$ cat src/rtl/adder_arbiter.sv
// adder_arbiter: shares one Adder counter between NB_REQ requesters and returns post-op values.
// Define ADDER_ARB_FIXED_PRIO_EN for fixed lowest-index priority; default build is round-robin.
//
// state | meaning
// IDLE  | arbitrate, assert req_ready to the winner
// ISSUE | one-cycle inc/clr pulse into the Adder
// WAIT  | Adder has updated, capture its output
// RESP  | hold response until rsp_ready
module adder_arbiter #(
   parameter int WIDTH  = 8,
   parameter int NB_REQ = 4,
   parameter int IDW    = $clog2(NB_REQ)
) (
   input  logic              aclk,
   input  logic              arst,
   input  logic [NB_REQ-1:0] req_valid,
   input  logic [NB_REQ-1:0] req_op,
   output logic [NB_REQ-1:0] req_ready,
   output logic              rsp_valid,
   input  logic              rsp_ready,
   output logic [IDW-1:0]    rsp_id,
   output logic [WIDTH-1:0]  rsp_data,
   output logic              adder_inc,
   output logic              adder_clr,
   input  logic [WIDTH-1:0]  adder_out
);

   typedef enum logic [1:0] {IDLE, ISSUE, WAIT, RESP} state_t;

   state_t         state, state_nx;
   logic [IDW-1:0] gnt_sel;
   logic [IDW-1:0] gnt_id;
   logic           gnt_op;
   logic [IDW-1:0] off;
   logic           any_req;

   assign any_req = |req_valid;

`ifdef ADDER_ARB_FIXED_PRIO_EN
   always_comb begin
      off = '0;
      for (int i = NB_REQ-1; i >= 0; i--)
         if (req_valid[i]) off = IDW'(i);
   end

   assign gnt_sel = off;
`else
   logic [IDW-1:0]      rr_ptr;
   logic [2*NB_REQ-1:0] req_dbl;
   logic [NB_REQ-1:0]   req_rot;
   logic [IDW:0]        gnt_sum;

   // Rotate so bit 0 is the requester at rr_ptr; the lowest set bit is then the winner offset.
   assign req_dbl = {req_valid, req_valid};
   assign req_rot = req_dbl[{1'b0, rr_ptr} +: NB_REQ];

   always_comb begin
      off = '0;
      for (int i = NB_REQ-1; i >= 0; i--)
         if (req_rot[i]) off = IDW'(i);
   end

   always_comb begin
      gnt_sum = {1'b0, rr_ptr} + {1'b0, off};
      if (gnt_sum >= (IDW+1)'(NB_REQ))
         gnt_sum = gnt_sum - (IDW+1)'(NB_REQ);
   end

   assign gnt_sel = gnt_sum[IDW-1:0];

   always_ff @(posedge aclk or posedge arst) begin
      if (arst)
         rr_ptr <= '0;
      else if (state == IDLE && any_req)
         rr_ptr <= (gnt_sel == IDW'(NB_REQ-1)) ? '0 : gnt_sel + IDW'(1);
   end
`endif

   always_ff @(posedge aclk or posedge arst) begin
      if (arst)
         state <= IDLE;
      else
         state <= state_nx;
   end

   always_comb begin
      state_nx = state;
      case (state)
         IDLE:    if (any_req) state_nx = ISSUE;
         ISSUE:   state_nx = WAIT;
         WAIT:    state_nx = RESP;
         RESP:    if (rsp_ready) state_nx = IDLE;
         default: state_nx = IDLE;
      endcase
   end

   always_comb begin
      req_ready = '0;
      if (state == IDLE && any_req && !arst)
         req_ready[gnt_sel] = 1'b1;
   end

   assign adder_inc = (state == ISSUE) && !gnt_op;
   assign adder_clr = (state == ISSUE) && gnt_op;
   assign rsp_valid = (state == RESP);

   // The Adder registered the op on the ISSUE edge, so adder_out is current during WAIT.
   always_ff @(posedge aclk or posedge arst) begin
      if (arst) begin
         gnt_id   <= '0;
         gnt_op   <= 1'b0;
         rsp_id   <= '0;
         rsp_data <= '0;
      end else begin
         if (state == IDLE && any_req) begin
            gnt_id <= gnt_sel;
            gnt_op <= req_op[gnt_sel];
         end
         if (state == WAIT) begin
            rsp_id   <= gnt_id;
            rsp_data <= adder_out;
         end
      end
   end

endmodule

$ cat config.mk
export PLATFORM = sky130hd
export DESIGN_NAME = adder_arbiter
export DESIGN_NICKNAME = d
export VERILOG_FILES = /design/src/rtl/adder_arbiter.sv
export SDC_FILE = /design/constraint.sdc
export NUM_CORES = 1
export LEC_CHECK = 0
export CELL_PAD_IN_SITES_DETAIL_PLACEMENT = 1
export CELL_PAD_IN_SITES_GLOBAL_PLACEMENT = 2
export CORE_MARGIN = 3
export CORE_UTILIZATION = 30
export CTS_CLUSTER_DIAMETER = 100
export DETAILED_ROUTE_END_ITERATION = 6
export MAX_ROUTING_LAYER = met4
export PLACE_DENSITY = 0.92
export REMOVE_ABC_BUFFERS = 1
export SLEW_MARGIN = 10
export SYNTH_ARGS = -nofsm -noshare
export SYNTH_HDL_FRONTEND = slang
export SYNTH_SLANG_ARGS = --single-unit
$ cat constraint.sdc
create_clock -name aclk -period 8.28 [get_ports aclk]
set_input_delay 2.07 -clock aclk [delete_from_list [all_inputs] [get_ports aclk]]
set_output_delay 2.07 -clock aclk [all_outputs]
set_load 0.05 [all_outputs]
# After elaboration in Yosys (flattened, before gate mapping)
# Cells that the tools add are included.
[totals]
word_cells = 43
romBits = 0
in_bits = 19
latch_bits = 0
memories = 0
ff_bits = 17
mem_bits_rw = 0
[op_classes]
n_shift = 1
multipliers = 0
n_bitwise = 0
reduce_logical = 10
div_mod_pow = 0
n_addsub = 3
magnitude_cmp = 3
eq_ne = 6
n_mux = 14
[op_table]
columns = ["op", "n"]
rows = [
  ["$mux W2", 8],
  ["$pmux W2 S4", 1],
  ["$shiftx A8 B3 Y4", 1],
  ["$eq A2 B2 Y1 const B", 3],
  ["$logic_and A1 B1 Y1", 5],
  ["$mux W4", 1],
  ["$reduce_or A4 Y1", 1],
  ["$add A2 B2 Y3", 1],
  ["$ge A3 B3 Y1 const B", 1],
  ["$lt A2 B3 Y1 const B", 1],
  ["$add A2 B1 Y2 const B", 1],
  ["$bmux W1 S2", 1],
  ["$demux W1 S2", 1],
  ["$eq A2 B1 Y1 const B", 1],
  ["$ge A2 B1 Y1 const B", 1],
  ["$logic_not A1 Y1", 2],
  ["$logic_not A2 Y1", 1],
  ["$mux W1", 2],
  ["$ne A2 B1 Y1 const B", 1],
  ["$ne A2 B2 Y1 const B", 1],
  ["$reduce_and A2 Y1", 1],
  ["$sub A2 B1 Y2 const B", 1],
]

# Logic depth before layout (Yosys ltp)
[depth]
ltp_word = 13
depth_mapped = 13
ltp_nobuf = 11

# Worst setup path after synthesis
# OpenSTA, ideal clock, no wires.
[synth_timing]
path_type = "input-to-output"
from = "in req_valid[2]"
to = "out req_ready[0]"
arrival_ns = 4.827
path_buffers = 1
required_ns = 6.210
setup_slack_ns = 1.383
path_stages = 9
path_cell_list = "clkbuf_2 nand2_1 a21oi_1 nor2_1 a211oi_1 a21oi_1 ha_1 xor3_1 nor4_1"
[synth_between]
elab_chain_cells = 13
word_cells_on_any_way = 18
cone_classes = "add/sub (2); order compare (3); shift (1); mux (8); reduce/logical (4)"
[synth_lines]
columns = ["item", "line", "source"]
rows = [
  ["from (decl)", "16", "input logic [NB_REQ-1:0] req_valid,"],
  ["$shiftx A8 B3 Y4", "55", "assign req_rot = req_dbl[{1'b0, rr_ptr} +: NB_REQ];"],
  ["$mux W2 (4 in a row)", "60", "if (req_rot[i]) off = IDW'(i);"],
  ["$add A2 B2 Y3", "64", "gnt_sum = {1'b0, rr_ptr} + {1'b0, off};"],
  ["$ge A3 B3 Y1 / $sub A2 B1 Y2 (equally long branches)", "65, 66", ""],
  ["$mux W2", "65", "if (gnt_sum >= (IDW+1)'(NB_REQ))"],
  ["$lt A2 B3 Y1 (implied by the code) / $ge A2 B1 Y1 (equally long branches)", "100", "req_ready[gnt_sel] = 1'b1;"],
  ["$logic_and A1 B1 Y1 (implied by the code)", "100", ""],
  ["$mux W1 (implied by the code)", "100", ""],
  ["$demux W1 S2", "100", ""],
  ["$mux W4 (*)", "99", "if (state == IDLE && any_req && !arst)"],
  ["to (decl)", "18", "output logic [NB_REQ-1:0] req_ready,"],
]
# Mark *: on every way between the ends. The rest lies on a longest branch, timed or not.

# Worst setup path in the final report
[layout_timing]
from = "in req_valid[3]"
to = "out req_ready[0]"
# Same word-level chain as after synthesis.

==> flow_summary.json <==
{
  "avgRoutedWirePerCell_um": 15.1,
  "synthToLayoutAreaGrowth_pct": 32.5,
  "yosys_warnings": 0,
  "ant_nets": 0,
  "arrival_ps": 5220,
  "path_max_fanout": 13,
  "h-tree-depth": 1,
  "initial_utilization_pct": 31.5,
  "synthesis.area_mm2": 0.00117,
  "drt_iter0_drc": 36,
  "clk_pin_slew_ps": 70,
  "global_route.usage.met1_pct": 17.1,
  "grt_overflow": 0,
  "rows": 22,
  "synth_area_leaders": "dfrtp_1 (36%), mux2_2 (13%), ha_1 (7.5%)",
  "grtUsageMet2_pct": 24.0,
  "cts_buffer_depth": 2,
  "drc": 0,
  "clock-sinks": 17,
  "holdCritPathClass": "reg -> reg",
  "post_cts_resized": 0,
  "regToRegEndpoint": "gnt_op$_DFFE_PP0N_",
  "crit_end": "req_ready[0]",
  "rsz0062_at_grt": "no",
  "drt_wl_total_mm": 2.93,
  "clock_latency_ps": 260,
  "synth_edf_count": 0,
  "ioPinCount": 36,
  "dp_worst_setup_slack_ps": 1010,
  "setup.worst_path.end_class": "output port",
  "fin_crit_ps": 7290,
  "routed_via_density": 5.08,
  "grt_pass1_wl_mm": 4.93,
  "synthFlopType": "dfrtp_1",
  "hold_violations": 0,
  "grt_antenna_before_repair": 0,
  "met3_usage_pct": 3.45,
  "synth_top_area_cell": "dfrtp_1",
  "multi_input_area_um2": 652,
  "reg2regPathDepth": 11,
  "worstHoldStart": "rsp_data[5]$_DFFE_PP0P_",
  "fin_ws_ps": 988,
  "yosysMostFrequentCell": "dfrtp_1",
  "skew_ps": 3.04,
  "clockRootBuffer": "clkbuf_8",
  "max-slew-margin-rel_pct": 57.6,
  "synth_top_area_share_pct": 36.3,
  "worstReg2RegStart": "rr_ptr[1]$_DFFE_PP0N_",
  "totalNegativeSetupSlack_ps": 0,
  "grt.busiest_layer": "met2",
  "p_leak_nw": 0.632,
  "fmax_mhz": 137,
  "gp_congestion": 0.704,
  "finalNetCount": 173,
  "floorplan.core_area_mm2": 0.00372,
  "cts_hold_buf": 0,
  "crit_path_start": "req_valid[3]",
  "syn_area_per_cell_um2": 10.3,
  "die_height_um": 68.5,
  "finalSetupViolCount": 0,
  "synth_seq_area_share_pct": 36.3,
  "die-width_um": 68.5,
  "drv_slew": 0,
  "irDropWorstVdd_v": 0.000198,
  "ff_latch_area_um2": 425,
  "crit_type": "in -> out",
  "max_cap_viol_count": 0,
  "n_fill_cell": 419,
  "numCtsBuffers": 3,
  "grt_util_all_layers_pct": 14.4,
  "die-area_mm2": 0.00469,
  "synthCells": 114,
  "vias": 986,
  "synth-async-reset-ratio_pct": 100,
  "cts_setup_buffers": 0,
  "regToRegSetupSlack_ps": 5390,
  "dp_hpwl_mm": 2.30,
  "fin_crit_sh_pct": 88.1,
  "firstDrtPassIters": 2,
  "cts_tree": "built",
  "ys_seq_elements": 17,
  "critPathLaunchType": "input port",
  "diodes": 0,
  "synthTopCellsByCount": "dfrtp_1 (17), mux2_2 (13), nand2_1 (10), ha_1 (7), nor2_1 (7)",
  "grt_max_degree": 18,
  "grt_pass1_vias": 1017,
  "portBuffers": 35,
  "status": "finished, final reports clean",
  "power.density_mw_per_mm2": 442,
  "layout-drive-gt1-share_pct": 13.0,
  "worstPathRequired_ps": 6210,
  "ys_types": 36,
  "worst_pin_slew_ps": 636
}
metrics by stage:
step	power (mW)	hold WS, ps	instances	area [um2]	utilization, %
detailed placement	0.627	499	190	1500	40.4
global placement	0.601	490	190	1500	40.4
floorplan	0.483	474	107	1090	-
global route	0.737	537	194	1550	41.8
finish	0.686	516	194	1550	41.8
CTS	0.694	519	194	1550	41.8
worst max-delay path, stage by stage:
cell and delay, ps:
clkdlybuf4s50_1 560, nor2b_1 210, a21oi_1 60, nor2_1 90, a211oi_1 60, a21oi_1 190
ha_1 440, xor3_1 460, nor4_1 210, clkdlybuf4s50_1 860
where the power goes:
group          switching (mW)  leakage, nW  total (mW)  internal [mW]
Sequential             0.0392        0.201       0.167          0.128
Combinational           0.271        0.409       0.454          0.183
Clock                  0.0315       0.0217      0.0655         0.0339
routing by layer:
layer | up-vias | share of wire [%]
li1 | 474 | -
met3 | 4 | 6.6
met5 | - | 0
met2 | 31 | 49
met4 | 0 | 1.1
met1 | 477 | 44
final cells by class:
cell class,instances,share of cell area [%]
Timing Repair Buffer,35,22.6
Sequential cell,17,27.4
Clock buffer,3,2.66
Multi-Input combinational cell,86,42.0
Tap cell,48,3.87
Clock inverter,1,0.484
Inverter,4,0.968
sequential cells by signal, summed over array words and instances, names as in the netlist:
signal    flops
rsp_data      8
state         2
rr_ptr        2
rsp_id        2
gnt_id        2
gnt_op        1
layout by cell type (no fill, tap or decap), types with 2 or more instances in the layout:
cell type / instances
nand3b_1: 2
dfrtp_1: 17
a221o_1: 2
a21oi_1: 5
nor3b_1: 2
mux2_2: 13
nand2_1: 10
o211ai_1: 3
inv_1: 4
nor4b_1: 4
ha_1: 7
nor2b_1: 3
nand3_1: 2
nor2_1: 7
nand2b_1: 2
o21ai_0: 5
clkdlybuf4s50_1: 35
nor3_1: 2
nor4_1: 3
clkbuf_8: 3
how the worst min path moves through the flow:
| stage | to | depth (start not counted) |
|---|---|---|
| global placement | rsp_id[1]$_DFFE_PP0P_ | 1 |
| detailed placement | rsp_data[5]$_DFFE_PP0P_ | 1 |
| finish | rsp_data[5]$_DFFE_PP0P_ | 1 |
| global route | rsp_data[1]$_DFFE_PP0P_ | 1 |
| CTS | rsp_data[4]$_DFFE_PP0P_ | 1 |
| floorplan | gnt_op$_DFFE_PP0N_ | 1 |
kinds of logic after synthesis:
| family | share of synthesized area, % |
|---|---|
| AOI/OAI and AO/OA | 12.2 |
| DFF | 36.3 |
| and+or+nand+nor | 19.9 |
| muxes | 13.4 |
| buffers and inverters | 8.01 |
| adders and majority gates | 7.48 |
| xor gates and xnor gates | 2.78 |
Note: power is estimated with default switching activity, not from simulation.
==> RTL change 1: new RTL, config.mk and constraints unchanged <==
The parameter `WIDTH` goes from 8 to 6.
--- a/src/rtl/adder_arbiter.sv
+++ b/src/rtl/adder_arbiter.sv
@@ -9,3 +9,3 @@
 module adder_arbiter #(
-   parameter int WIDTH  = 8,
+   parameter int WIDTH  = 6,
    parameter int NB_REQ = 4,
Ports: changed (resized adder_out and rsp_data); port bits go from 36 to 32. The function was not compared with the original's and may differ.
==> RTL change 1 against the original RTL <==
Total power shrank 11%; utilization grew 0.63 points; area after synthesis shrank 8.0%; worst setup slack lost 0.050 ns; sequential cell count shrank 2; synthesized cell count shrank 2.6%; routed wire length shrank 4.0%; non-clock buffer count shrank 4; design area shrank 7.4%; highest routed layer is now met3.
==> RTL change 1: results (changes against the original RTL) <==
- Routed via count: 941 (-4.6%)
- Drt first pass iters: 4 (+2)
- HPWL after DPL: 2160 µm (-5.7%)
- RePlAce Congestion: 0.752 (+6.8%)
- Worst-path clk slew: 0.09 ns (+0.02 ns)
- Number of nets in the layout: 164 (-5.2%)
- Max reg flops: 6 (-2)
- DRT iter0 DRCs: 37 (+2.8%)
- Register area share after synthesis: 34.8% (-1.5 points)
- Global Route met3 Usage: 3.40% (-0.047 points)
- M1 GR Usage: 16.9% (-0.16 points)
- Distinct cells, synth: 33 (-8.3%)
- Crit Path Max Fanout: 11 (-2)
- Clock latency on the worst-skew pair: 0.28 ns (+0.02 ns)
- Area after DPL: 1410 µm² (-6.2%)
- Hold_sp: gnt_id[0]
- CTS root buf: clkbuf_4
- Largest net degree at the start of global routing: 17 (-1)
- R2R depth: 10 (-1)
- Crit path DAT: 5.27 ns (+0.05 ns)
- WL met3: 163 µm (-16%)
- Worst slack at placement: 0.962 ns (-0.0460 ns)
- Post-placement cell count: 181 (-4.7%)
- Max Used Layer: met3
- Fillers: 397 (-5.3%)
- Syn-to-layout area delta: 33.3%
- Synth top cells by count: dfrtp_1 (15), mux2_2 (11), nand2_1 (8), ha_1 (7), inv_1 (6)
- Fin crit period: 7.34 ns (+0.0503 ns)
- Share of cells above drive strength 1: 16.5% (+3.5 points)
- Worst-Margin Slew: 0.835 ns (+0.199 ns)
- Routed met1 length: 1330 µm (+4.0%)
- Outcome: finished, final reports clean
RTL change 1: power breakdown:
group          internal (mW)  leakage (nW)  switching [mW]
logic                  0.169         0.368           0.253
registers              0.112         0.179          0.0357
clock network         0.0179        0.0177          0.0242
total                  0.300         0.565           0.313
RTL change 1: logic make-up after synthesis:
group                    count (synthesis)  synth area share (%)
AO/OA/AOI/OAI                           23                  14.6
XOR/XNOR                                 2                  3.02
adder cells (fa/ha/maj)                  7                  8.13
buffers and inverters                   13                  5.46
flip-flops                              15                  34.8
multiplexers                            11                  11.5
AND/OR/NAND/NOR                         40                  22.4
RTL change 1: layout make-up:
| type | instances | area share (%) |
|---|---|---|
| clock buffer | 3 | 1.57 |
| clock inverter | 1 | 0.348 |
| inverter | 6 | 1.57 |
| multi-input combinational | 83 | 44.8 |
| sequential | 15 | 26.1 |
| tap | 46 | 4.01 |
| timing repair buffer | 31 | 21.6 |
==> RTL change 2: new RTL, config.mk and constraints unchanged <==
Without the edit above. Encoding of `state_t`: now Gray code (2 bits for 4 states).
--- a/src/rtl/adder_arbiter.sv
+++ b/src/rtl/adder_arbiter.sv
@@ -27,3 +27,3 @@
 
-   typedef enum logic [1:0] {IDLE, ISSUE, WAIT, RESP} state_t;
+   typedef enum logic [1:0] {IDLE = 2'b00, ISSUE = 2'b01, WAIT = 2'b11, RESP = 2'b10} state_t;
 
Formal check against the unedited RTL: same outputs for any inputs over 10 cycles, from zero or initial values and one cycle with arst high; not proved beyond that.
==> RTL change 2 against the original RTL <==
Area after synthesis is 12% lower; sequential cell count stayed put; total power is 12% lower; clock skew is 0.0022 ns higher; first-iteration DRC count is 11% higher; worst setup slack better by 0.18 ns; non-clock buffer count stayed put; design area is 7.7% lower; routed wire length is 16% lower; largest cell class unchanged; largest power group unchanged.
==> RTL change 2: results (changes against the original RTL) <==
- Worst vdd ir: 0.127 mV (-36%)
- H-tree depth: 1 (unchanged)
- Max reg flops: 8 (unchanged)
- Number of global-route vias before repair: 968 (-4.8%)
- Initial antenna violation count: 0 (unchanged)
- Max Cap Viol: 0 (unchanged)
- Largest reg by FF count: rsp_data
- Outcome: finished, final reports clean
- Largest net degree at the start of global routing: 18 (unchanged)
- Worst-path clk slew: 0.10 ns (+0.03 ns)
- Synth top cells by count: dfrtp_1 (17), mux2_2 (10), nor2_1 (9), nand2_1 (7), o21ai_0 (5)
- Slew margin rel.: 58.0% (+0.42 points)
- Drt first pass iters: 3 (+1)
- Crit Path Max Fanout: 9 (-4)
- RePlAce Congestion: 0.699 (-0.63%)
- Post-CTS Setup Repair Bufs: 0 (unchanged)
- DRT iter0 DRCs: 40 (+11%)
- CTS max path bufs: 2 (unchanged)
- Clock latency on the worst-skew pair: 0.29 ns (+0.03 ns)
- Fillers: 375 (-11%)
- R2r setup slk: 5.92 ns (+0.53 ns)
- YS warnings: 0 (unchanged)
- Diode count: 0 (unchanged)
- Hold slack: 0.503 ns (-0.0133 ns)
- Routed via count: 867 (-12%)
- CTS root buf: clkbuf_4
- Final Skew: 0.00527 ns (+0.00223 ns)
- Width of the die: 64.5 µm (-5.8%)
- HPWL after DPL: 1950 µm (-15%)
- Leading post-synthesis cells by cell area: dfrtp_1 (41%), mux2_2 (11%), nor2_1 (3.3%)
- Register area share after synthesis: 41.4% (+5.1 points)
- Post-CTS Resized: 0 (unchanged)
- Crit path DAT: 5.04 ns (-0.18 ns)
- Share of cells above drive strength 1: 15.8% (+2.8 points)
- Total GRT Usage: 13.4% (-0.97 points)
- Asr flop ratio synth: 100% (unchanged)
- Avg WL per Cell: 13.9 µm (-7.9%)
- First-pass GRT wire length: 4320 µm (-12%)
- TritonCTS buffer count: 3 (unchanged)
- Leak: 0.589 nW (-6.9%)
- Distinct cells, synth: 38 (+5.6%)
- IO buf count: 35 (unchanged)
- Min-Delay Path Class: register to register
- Number of nets in the layout: 155 (-10%)
-- RTL change 2: final timing paths --
path                              startpoint            to  cells after the start
worst max register to register     rr_ptr[1]        gnt_op                      8
max in group asynchronous               arst     rr_ptr[0]                      2
worst min register to register     gnt_id[0]     gnt_id[0]                      1
worst max-delay path            req_valid[0]  req_ready[1]                      9
worst min-delay path               gnt_id[0]     gnt_id[0]                      1
min in group asynchronous               arst   rsp_data[4]                      2
-- RTL change 2: where the power goes --
part / internal (mW) / switching (mW)
registers: 0.126 / 0.0393
logic: 0.161 / 0.235
clock network: 0.0180 / 0.0272
total: 0.305 / 0.301
-- RTL change 2: stage by stage --
step | instance area (µm²) | util (%) | worst slack, ns | cells
2_1_floorplan | 998 | - | 2.21 | 94
5_1_grt | 1430 | 45.4 | 0.972 | 177
6_report | 1430 | 45.4 | 1.17 | 177
3_3_place_gp | 1400 | 44.5 | 1.24 | 173
3_5_place_dp | 1400 | 44.5 | 1.15 | 173
4_1_cts | 1430 | 45.4 | 1.14 | 177
-- RTL change 2: cells by family (layout without fill, tap and decap cells) --
family,Yosys count,after routing,synth area share [%]
AND/OR/NAND/NOR,32,32,16.9
AO/OA/AOI/OAI,22,22,16.7
flip-flops,17,17,41.4
multiplexers,14,14,15.0
buffers and inverters,9,43,4.26
XOR/XNOR,3,3,3.29
adder cells (fa/ha/maj),2,2,2.44
-- RTL change 2: worst max-delay path, stage by stage --
cell and delay, ns:
clkdlybuf4s50_1 0.67, inv_1 0.10, o21ai_0 0.17, a21oi_1 0.09, o32a_1 0.35, ha_1 0.28, xor2_2 0.30, and3_1 0.21
clkdlybuf4s50_1 0.80
-- RTL change 2: layout make-up --
| type | count | share of cell area, % |
|---|---|---|
| Inverter | 4 | 1.05 |
| Clock inverter | 1 | 0.350 |
| Tap cell | 44 | 3.85 |
| Sequential cell | 17 | 29.7 |
| Clock buffer | 3 | 1.57 |
| Timing Repair Buffer | 35 | 24.5 |
| Multi-Input combinational cell | 73 | 39.0 |
-- RTL change 2: metal layers --
layer | up-vias | track usage, % | share of wire, %
met2 | 20 | 24.5 | 53
met3 | 4 | 1.39 | 2.6
met5 | - | - | 0
met1 | 423 | 14.5 | 42
met4 | 0 | 6.33 | 2.2
li1 | 420 | - | -
